<file path="config.mk">
export PLATFORM = sky130hd
export DESIGN_NAME = pc_unit
export DESIGN_NICKNAME = d
export VERILOG_FILES = /design/src/rtl/pc_unit.sv
export SDC_FILE = /design/constraint.sdc
export NUM_CORES = 1
export LEC_CHECK = 0
export ABC_AREA = 1
export CAP_MARGIN = 20
export CORE_MARGIN = 2
export CORE_UTILIZATION = 54
export DETAILED_ROUTE_END_ITERATION = 10
export GPL_ROUTABILITY_DRIVEN = 0
export HOLD_SLACK_MARGIN = 0.02
export PLACE_DENSITY = 0.84
export REMOVE_ABC_BUFFERS = 1
export SYNTH_ARGS = -nofsm -noshare
export SYNTH_HDL_FRONTEND = slang
export SYNTH_SLANG_ARGS = --single-unit
</file>
<file path="constraint.sdc">
create_clock -name i_clk -period 2.2 [get_ports i_clk]
set_input_delay 0.22 -clock i_clk [delete_from_list [all_inputs] [get_ports i_clk]]
set_output_delay 0.22 -clock i_clk [all_outputs]
set_load 0.05 [all_outputs]
</file>
<file path="src/rtl/pc_unit.sv">
// pc_unit: program-counter generator for the fetch stage.
// Holds the fetch PC, steps it on a valid/ready handshake and takes
// branch / JAL / JALR redirects from execute. Also provides a boot cycle
// after reset, a misaligned-target trap, EBREAK halt/resume and the
// link address (EXEC_PC + instruction size) for JAL/JALR.
// Optional feature macro: COMPRESSED_EN (2-byte alignment, 2/4-byte steps).

module pc_unit #(
    parameter int                 XLEN         = 32,
    parameter logic [XLEN-1:0]    RESET_VECTOR = '0,
    parameter logic [XLEN-1:0]    TRAP_VECTOR  = XLEN'('h100)
) (
    input  logic                  i_clk,
    input  logic                  i_rst_n,
    output logic [XLEN-1:0]       o_pc,
    output logic                  o_pc_valid,
    input  logic                  i_fetch_ready,
    input  logic                  i_exec_valid,
    input  logic [XLEN-1:0]       i_exec_pc,
    input  logic [6:0]            i_opcode,
    input  logic [2:0]            i_func,
    input  logic [XLEN-1:0]       i_imm,
    input  logic [XLEN-1:0]       i_rs1,
    input  logic                  i_eq,
    input  logic                  i_lt_sn,
    input  logic                  i_lt_un,
    input  logic                  i_gt_sn,
    input  logic                  i_gt_un,
    input  logic                  i_resume,
`ifdef COMPRESSED_EN
    input  logic                  i_instr_is_c,
    input  logic                  i_exec_is_c,
`endif
    output logic [XLEN-1:0]       o_link,
    output logic                  o_misalign,
    output logic                  o_halted
);

    localparam logic [6:0] OP_BRANCH = 7'b1100011;
    localparam logic [6:0] OP_JAL    = 7'b1101111;
    localparam logic [6:0] OP_JALR   = 7'b1100111;
    localparam logic [6:0] OP_SYSTEM = 7'b1110011;

    localparam logic [XLEN-1:0] STEP_2 = XLEN'(2);
    localparam logic [XLEN-1:0] STEP_4 = XLEN'(4);
    localparam logic [XLEN-1:0] IMM_EBREAK = XLEN'(1);

    typedef enum logic [1:0] {
        ST_BOOT = 2'd0,
        ST_RUN  = 2'd1,
        ST_HALT = 2'd2
    } state_t;

    state_t            r_state;
    state_t            w_next_state;
    logic [XLEN-1:0]   r_pc;
    logic [XLEN-1:0]   w_next_pc;
    logic              r_misalign;
    logic              w_next_misalign;

    logic              w_is_branch;
    logic              w_is_jal;
    logic              w_is_jalr;
    logic              w_is_ebreak;
    logic              w_branch_taken;
    logic              w_redirect;
    logic              w_handshake;
    logic              w_target_misaligned;
    logic [XLEN-1:0]   w_pc_rel_target;
    logic [XLEN-1:0]   w_jalr_sum;
    logic [XLEN-1:0]   w_jalr_target;
    logic [XLEN-1:0]   w_target;
    logic [XLEN-1:0]   w_fetch_step;
    logic [XLEN-1:0]   w_exec_step;
    logic [XLEN-1:0]   w_link;

    // Decode the instruction sitting in execute.
    always_comb begin
        w_is_branch = (i_opcode == OP_BRANCH);
        w_is_jal    = (i_opcode == OP_JAL);
        w_is_jalr   = (i_opcode == OP_JALR);
        w_is_ebreak = i_exec_valid && (i_opcode == OP_SYSTEM) &&
                      (i_func == 3'b000) && (i_imm == IMM_EBREAK);
    end

    // Branch condition from funct3 and the execute comparator flags.
    always_comb begin
        w_branch_taken = 1'b0;
        case (i_func)
            3'b000:  w_branch_taken = i_eq;
            3'b001:  w_branch_taken = ~i_eq;
            3'b100:  w_branch_taken = i_lt_sn;
            3'b101:  w_branch_taken = i_gt_sn;
            3'b110:  w_branch_taken = i_lt_un;
            3'b111:  w_branch_taken = i_gt_un;
            default: w_branch_taken = 1'b0;
        endcase
    end

    // Redirect target; adders are XLEN wide so the carry drops off naturally.
    always_comb begin
        w_pc_rel_target = i_exec_pc + i_imm;
        w_jalr_sum      = i_rs1 + i_imm;
        w_jalr_target   = {w_jalr_sum[XLEN-1:1], 1'b0};
        w_target        = w_is_jalr ? w_jalr_target : w_pc_rel_target;
`ifdef COMPRESSED_EN
        w_target_misaligned = w_target[0];
`else
        w_target_misaligned = |w_target[1:0];
`endif
    end

    // Instruction sizes for sequential fetch and for the execute-stage link value.
    always_comb begin
`ifdef COMPRESSED_EN
        w_fetch_step = i_instr_is_c ? STEP_2 : STEP_4;
        w_exec_step  = i_exec_is_c  ? STEP_2 : STEP_4;
`else
        w_fetch_step = STEP_4;
        w_exec_step  = STEP_4;
`endif
        w_link = i_exec_pc + w_exec_step;
    end

    // Redirects and handshakes only count while the fetch side is running.
    always_comb begin
        w_redirect  = i_exec_valid && (r_state == ST_RUN) &&
                      ((w_is_branch && w_branch_taken) || w_is_jal || w_is_jalr);
        w_handshake = o_pc_valid && i_fetch_ready;
    end

    // Next state, next PC and trap pulse; redirect beats EBREAK beats sequential step.
    always_comb begin
        w_next_state    = r_state;
        w_next_pc       = r_pc;
        w_next_misalign = 1'b0;
        case (r_state)
            ST_BOOT: begin
                w_next_state = ST_RUN;
            end
            ST_RUN: begin
                if (w_redirect && w_target_misaligned) begin
                    w_next_pc       = TRAP_VECTOR;
                    w_next_misalign = 1'b1;
                end else if (w_redirect) begin
                    w_next_pc = w_target;
                end else if (w_is_ebreak) begin
                    w_next_state = ST_HALT;
                    w_next_pc    = w_link;
                end else if (w_handshake) begin
                    w_next_pc = r_pc + w_fetch_step;
                end
            end
            ST_HALT: begin
                if (i_resume) begin
                    w_next_state = ST_RUN;
                end
            end
            default: begin
                w_next_state = ST_BOOT;
            end
        endcase
    end

    // State, PC and trap-pulse registers; reset drops any pending redirect.
    always_ff @(posedge i_clk or negedge i_rst_n) begin
        if (!i_rst_n) begin
            r_state    <= ST_BOOT;
            r_pc       <= RESET_VECTOR;
            r_misalign <= 1'b0;
        end else begin
            r_state    <= w_next_state;
            r_pc       <= w_next_pc;
            r_misalign <= w_next_misalign;
        end
    end

    // Output mapping.
    always_comb begin
        o_pc       = r_pc;
        o_pc_valid = (r_state == ST_RUN);
        o_halted   = (r_state == ST_HALT);
        o_misalign = r_misalign;
        o_link     = w_link;
    end

endmodule

</file>
==> results.sh, run 1 <==
export IMPL_row_count=46
export IMPL_synth_area_um2=8870
export IMPL_track_usage=0.753
export IMPL_synth_most_common_cell="nand2_1"
export IMPL_status="stopped before the end"
export IMPL_dp_cells=2379
export IMPL_h_tree_depth=2
export IMPL_haltStage="global routing"
export IMPL_yosys_area_top_type_share=0.261
export IMPL_postGrtWorstEndpoint="o_pc[30]$_DFFE_PN0P_/D"
export IMPL_cts_root_buf="clkbuf_16"
export IMPL_ys_top_cells_by_area="nand2_1, inv_1, dfrtp_1"
export IMPL_io_pins=183
export IMPL_die_x_um=132
export IMPL_ys_types=53
export IMPL_yosys_area_top_type="nand2_1"
export IMPL_synth_commonest_cells="nand2_1, inv_1, nor2_1"
export IMPL_postSynthCellCount=1712
export IMPL_synth_area_per_cell_um2=5.18
export IMPL_async_reset_ff_frac=1.00
export IMPL_synth_main_ff_cell="dfrtp_1"
export IMPL_postPlaceCellArea_um2=13300
export IMPL_worst_endpoint_kind="sequential cell input"
export IMPL_numCtsBuffers=5
export IMPL_numPortBuffers=182
export IMPL_ys_warn_count=0
export IMPL_synth_edf_count=0
export IMPL_ys_seq_area_frac=0.0987
export IMPL_dp_hpwl_um=33100
export IMPL_yosys_register_bits=35
export IMPL_floorplan_initialDensity=0.556
export IMPL_grt_ovfl_total=164
export IMPL_clock_path_buffers=2
export IMPL_clkSinkCount=35
export IMPL_die_height_um=132
export IMPL_tool_error="[ERROR GRT-0232] Routing congestion too high. Check the congestion heatmap in the GUI."
export IMPL_grt_max_degree=36
export IMPL_cts_hold_buf=0
## repair_timing
action | in CTS
buffers inserted | 5
pin swaps | 17
gates resized for setup | 113
endpoints found under the setup margin | 55
gates cloned | 1
## per-stage QoR
| stage | setup WS, ps | utilization | hold WS, ps |
|---|---|---|---|
| floorplan | 3.29 | - | -75.6 |
| global placement | -382 | 0.834 | 473 |
| detailed placement | -478 | 0.834 | 490 |
| CTS | -3.51 | 0.869 | 394 |
## metal layers
metal	GRT usage	overflow
met1	0.728	3
met2	0.947	87
met3	0.557	4
met4	0.833	69
met5	0.242	1
## kinds of logic after synthesis
logic type	share of synthesized area
DFF	0.0987
and+or+nand+nor	0.497
adders and majority gates	0.0934
AOI/OAI and AO/OA	0.118
xor gates and xnor gates	0.0464
buffers and inverters	0.147
==> run 2, diff against run 1 <==
CORE_UTILIZATION = 40   (was 54)
HOLD_SLACK_MARGIN = default   (was 0.02)
PLACE_DENSITY = default   (was 0.84)
PLACE_DENSITY_LB_ADDON = 0.15   (was default)
==> run 2 against run 1 <==
The flow now finishes without violations. Area after synthesis is the same. Synthesized cell count is the same.
==> results.sh, run 2 <==
export IMPL_status="completed"
export IMPL_die_height_um=153
export IMPL_synth_area_per_cell_um2=5.18
export IMPL_io_pins=183
export IMPL_grt_max_degree=36
export IMPL_hold_viol=0
export IMPL_final_cell_mix="nand2_1, buf_4, inv_1"
export IMPL_stdcell_area_um2=14700
export IMPL_floorplan_initialDensity=0.406
export IMPL_p_seq_frac=0.177
export IMPL_ys_seq_area_frac=0.0987
export IMPL_worstSetupPathType="input pin to primary output"
export IMPL_end_kind="primary output"
export IMPL_synth_main_ff_cell="dfrtp_1"
export IMPL_syn_to_final_growth_pct=65.3
export IMPL_yosys_area_top_type_share=0.261
export IMPL_clkPwrFrac=0.111
export IMPL_synth_edf_count=0
export IMPL_switchingPower_mw=3.44
export IMPL_antenna_found_initial=1
export IMPL_dp_cells=2448
export IMPL_internal_power_mw=3.24
export IMPL_die_x_um=153
export IMPL_grt_ovfl_total=0
export IMPL_critPathSlowestCell="dlygate4sd2_1"
export IMPL_avgRoutedWirePerCell_um=15.8
export IMPL_r2r_cells=9
export IMPL_synth_most_common_cell="nand2_1"
export IMPL_tritoncts="built"
export IMPL_ys_warn_count=0
export IMPL_numCtsBuffers=5
export IMPL_cap_violations=0
export IMPL_fillers=1956
export IMPL_first_iter_violations=971
export IMPL_track_usage=0.314
export IMPL_viasPerCell=5.19
export IMPL_drt_pass1_iterations=8
export IMPL_dp_hpwl_um=32100
export IMPL_arrival_ps=1910
export IMPL_num_vias=12800
export IMPL_max_slew_margin=0.658
export IMPL_instances_no_fill=2473
export IMPL_postPlaceCellArea_um2=13400
export IMPL_clock_path_buffers=2
export IMPL_skew_ps=9.38
export IMPL_routed_wl_um=39100
export IMPL_drc=0
export IMPL_ys_top_cells_by_area="nand2_1, inv_1, dfrtp_1"
export IMPL_core_area_um2=21800
export IMPL_worst_slew_pin_slew_ps=512
export IMPL_fin_crit_sh=0.969
export IMPL_timing_fmax_mhz=469
export IMPL_p_sw_frac=0.514
export IMPL_synth_commonest_cells="nand2_1, inv_1, nor2_1"
export IMPL_crit_required_ps=1980
export IMPL_setup_viol=0
export IMPL_crit_path_max_fanout=3
export IMPL_crit_chain="dlygate4sd2_1 > inv_1 > buf_4 > nor3_2 > nand2_1 > buf_4 > nor2_1 > nand2_1 > xor2_1 > inv_1 > buf_12"
export IMPL_hold_class="input pin to asynchronous set/reset pin"
export IMPL_finalNetCount=2373
export IMPL_largest_reg_flops=32
export IMPL_slew_violations=0
export IMPL_cts_root_buf="clkbuf_16"
export IMPL_vdd_ir_drop_max_v=0.000386
export IMPL_rsz0062_at_grt="true"
export IMPL_clkSinkCount=35
export IMPL_postSynthCellCount=1712
export IMPL_synth_area_um2=8870
export IMPL_comb_power_share=0.712
export IMPL_leakage_nw=7.85
export IMPL_grt_pass1_vias=11900
export IMPL_final_common_cell="nand2_1"
export IMPL_p_per_area_nw_per_um2=455
export IMPL_ys_types=53
export IMPL_h_tree_depth=2
export IMPL_fin_util=0.672
export IMPL_clk_latency_ps=300
export IMPL_async_reset_ff_frac=1.00
export IMPL_clk_pin_slew_ps=50
export IMPL_cts_hold_buf=0
export IMPL_yosys_area_top_type="nand2_1"
export IMPL_yosys_register_bits=35
export IMPL_postRouteAntennaNets=0
export IMPL_grt_pass1_wl_um=59100
export IMPL_cpPeakStageDelay_ps=350
export IMPL_row_count=54
export IMPL_r2r_slack_ps=190
export IMPL_die_area_um2=23400
export IMPL_layout_drive_gt1_share=0.257
export IMPL_startpoint_type="input pin"
export IMPL_fin_crit_ps=2130
export IMPL_numPortBuffers=182
[run 2: cell counts after synthesis]
Identical to the previous run, type by type.
[run 2: layout make-up]
cell class,count,area [µm²],area share
clock buffer,6,139,0.00947
timing repair buffer,489,4510,0.307
inverter,315,1190,0.0810
tap,280,350,0.0239
multi-input combinational,1346,7600,0.518
antenna,1,2.50,0.000171
sequential,35,876,0.0597
clock inverter,1,5.00,0.000341
[run 2: path summary, 6_finish.rpt]
check	from	endpoint
max in group asynchronous	i_rst_n	o_pc[21]$_DFFE_PN0P_
min in group i_clk	i_exec_pc[0]	o_pc[0]$_DFFE_PN0P_
min reg2reg	o_pc[1]$_DFFE_PN0P_	o_pc[1]$_DFFE_PN0P_
max	i_exec_pc[15]	o_link[31]
min	i_rst_n	o_pc[4]$_DFFE_PN0P_
max reg2reg	o_pc[19]$_DFFE_PN0P_	o_pc[20]$_DFFE_PN0P_
[run 2: stage by stage]
stage                     hold WS (ps)  TNS (ps)  setup WS, ps  power (mW)
after floorplan                  -75.6         0          3.29        3.65
after global placement             475    -13920          -431        5.54
after detailed placement           482    -15690          -484        5.59
after CTS                          378         0         0.283        6.39
after global routing               401      -207         -33.8        7.09
final                              351         0          67.4        6.68
[run 2: kinds of logic after synthesis]
kind of cell	after synthesis	synth area share
AO/OA/AOI/OAI	185	0.118
XOR/XNOR	47	0.0464
adder cells (fa/ha/maj)	65	0.0934
buffers and inverters	332	0.147
flip-flops	35	0.0987
AND/OR/NAND/NOR	1048	0.497
[run 2: per-layer routing]
layer,up-vias,track usage,part of all wire
met1,5755,0.389,0.40
li1,6368,-,-
met2,590,0.549,0.48
met4,0,0.149,0.050
met5,-,0,0
met3,118,0.0295,0.070
[run 2: worst max-delay path, delay by kind of cell]
kind,cells,cell delay [ps]
XOR/XNOR,1,200
AND/OR/NAND/NOR,4,460
buffers and inverters,6,1050
[run 2: power by group through the flow]
stage	logic [mW]	clock network [mW]	registers, mW
finish	4.76	0.741	1.18
global route	5.11	0.766	1.22
CTS	4.49	0.737	1.17
detailed placement	4.41	0	1.18
global placement	4.37	0	1.17
floorplan	1.83	0	1.82
[run 2: timing repair]
| action | CTS | global route |
|---|---|---|
| gates cloned | 1 | 0 |
| buffers inserted | 8 | 9 |
| resized for setup | 95 | 185 |
| endpoints found under the setup margin | 51 | 46 |
| pin swaps | 16 | 44 |
No activity file was read; power rests on OpenSTA's default activity.
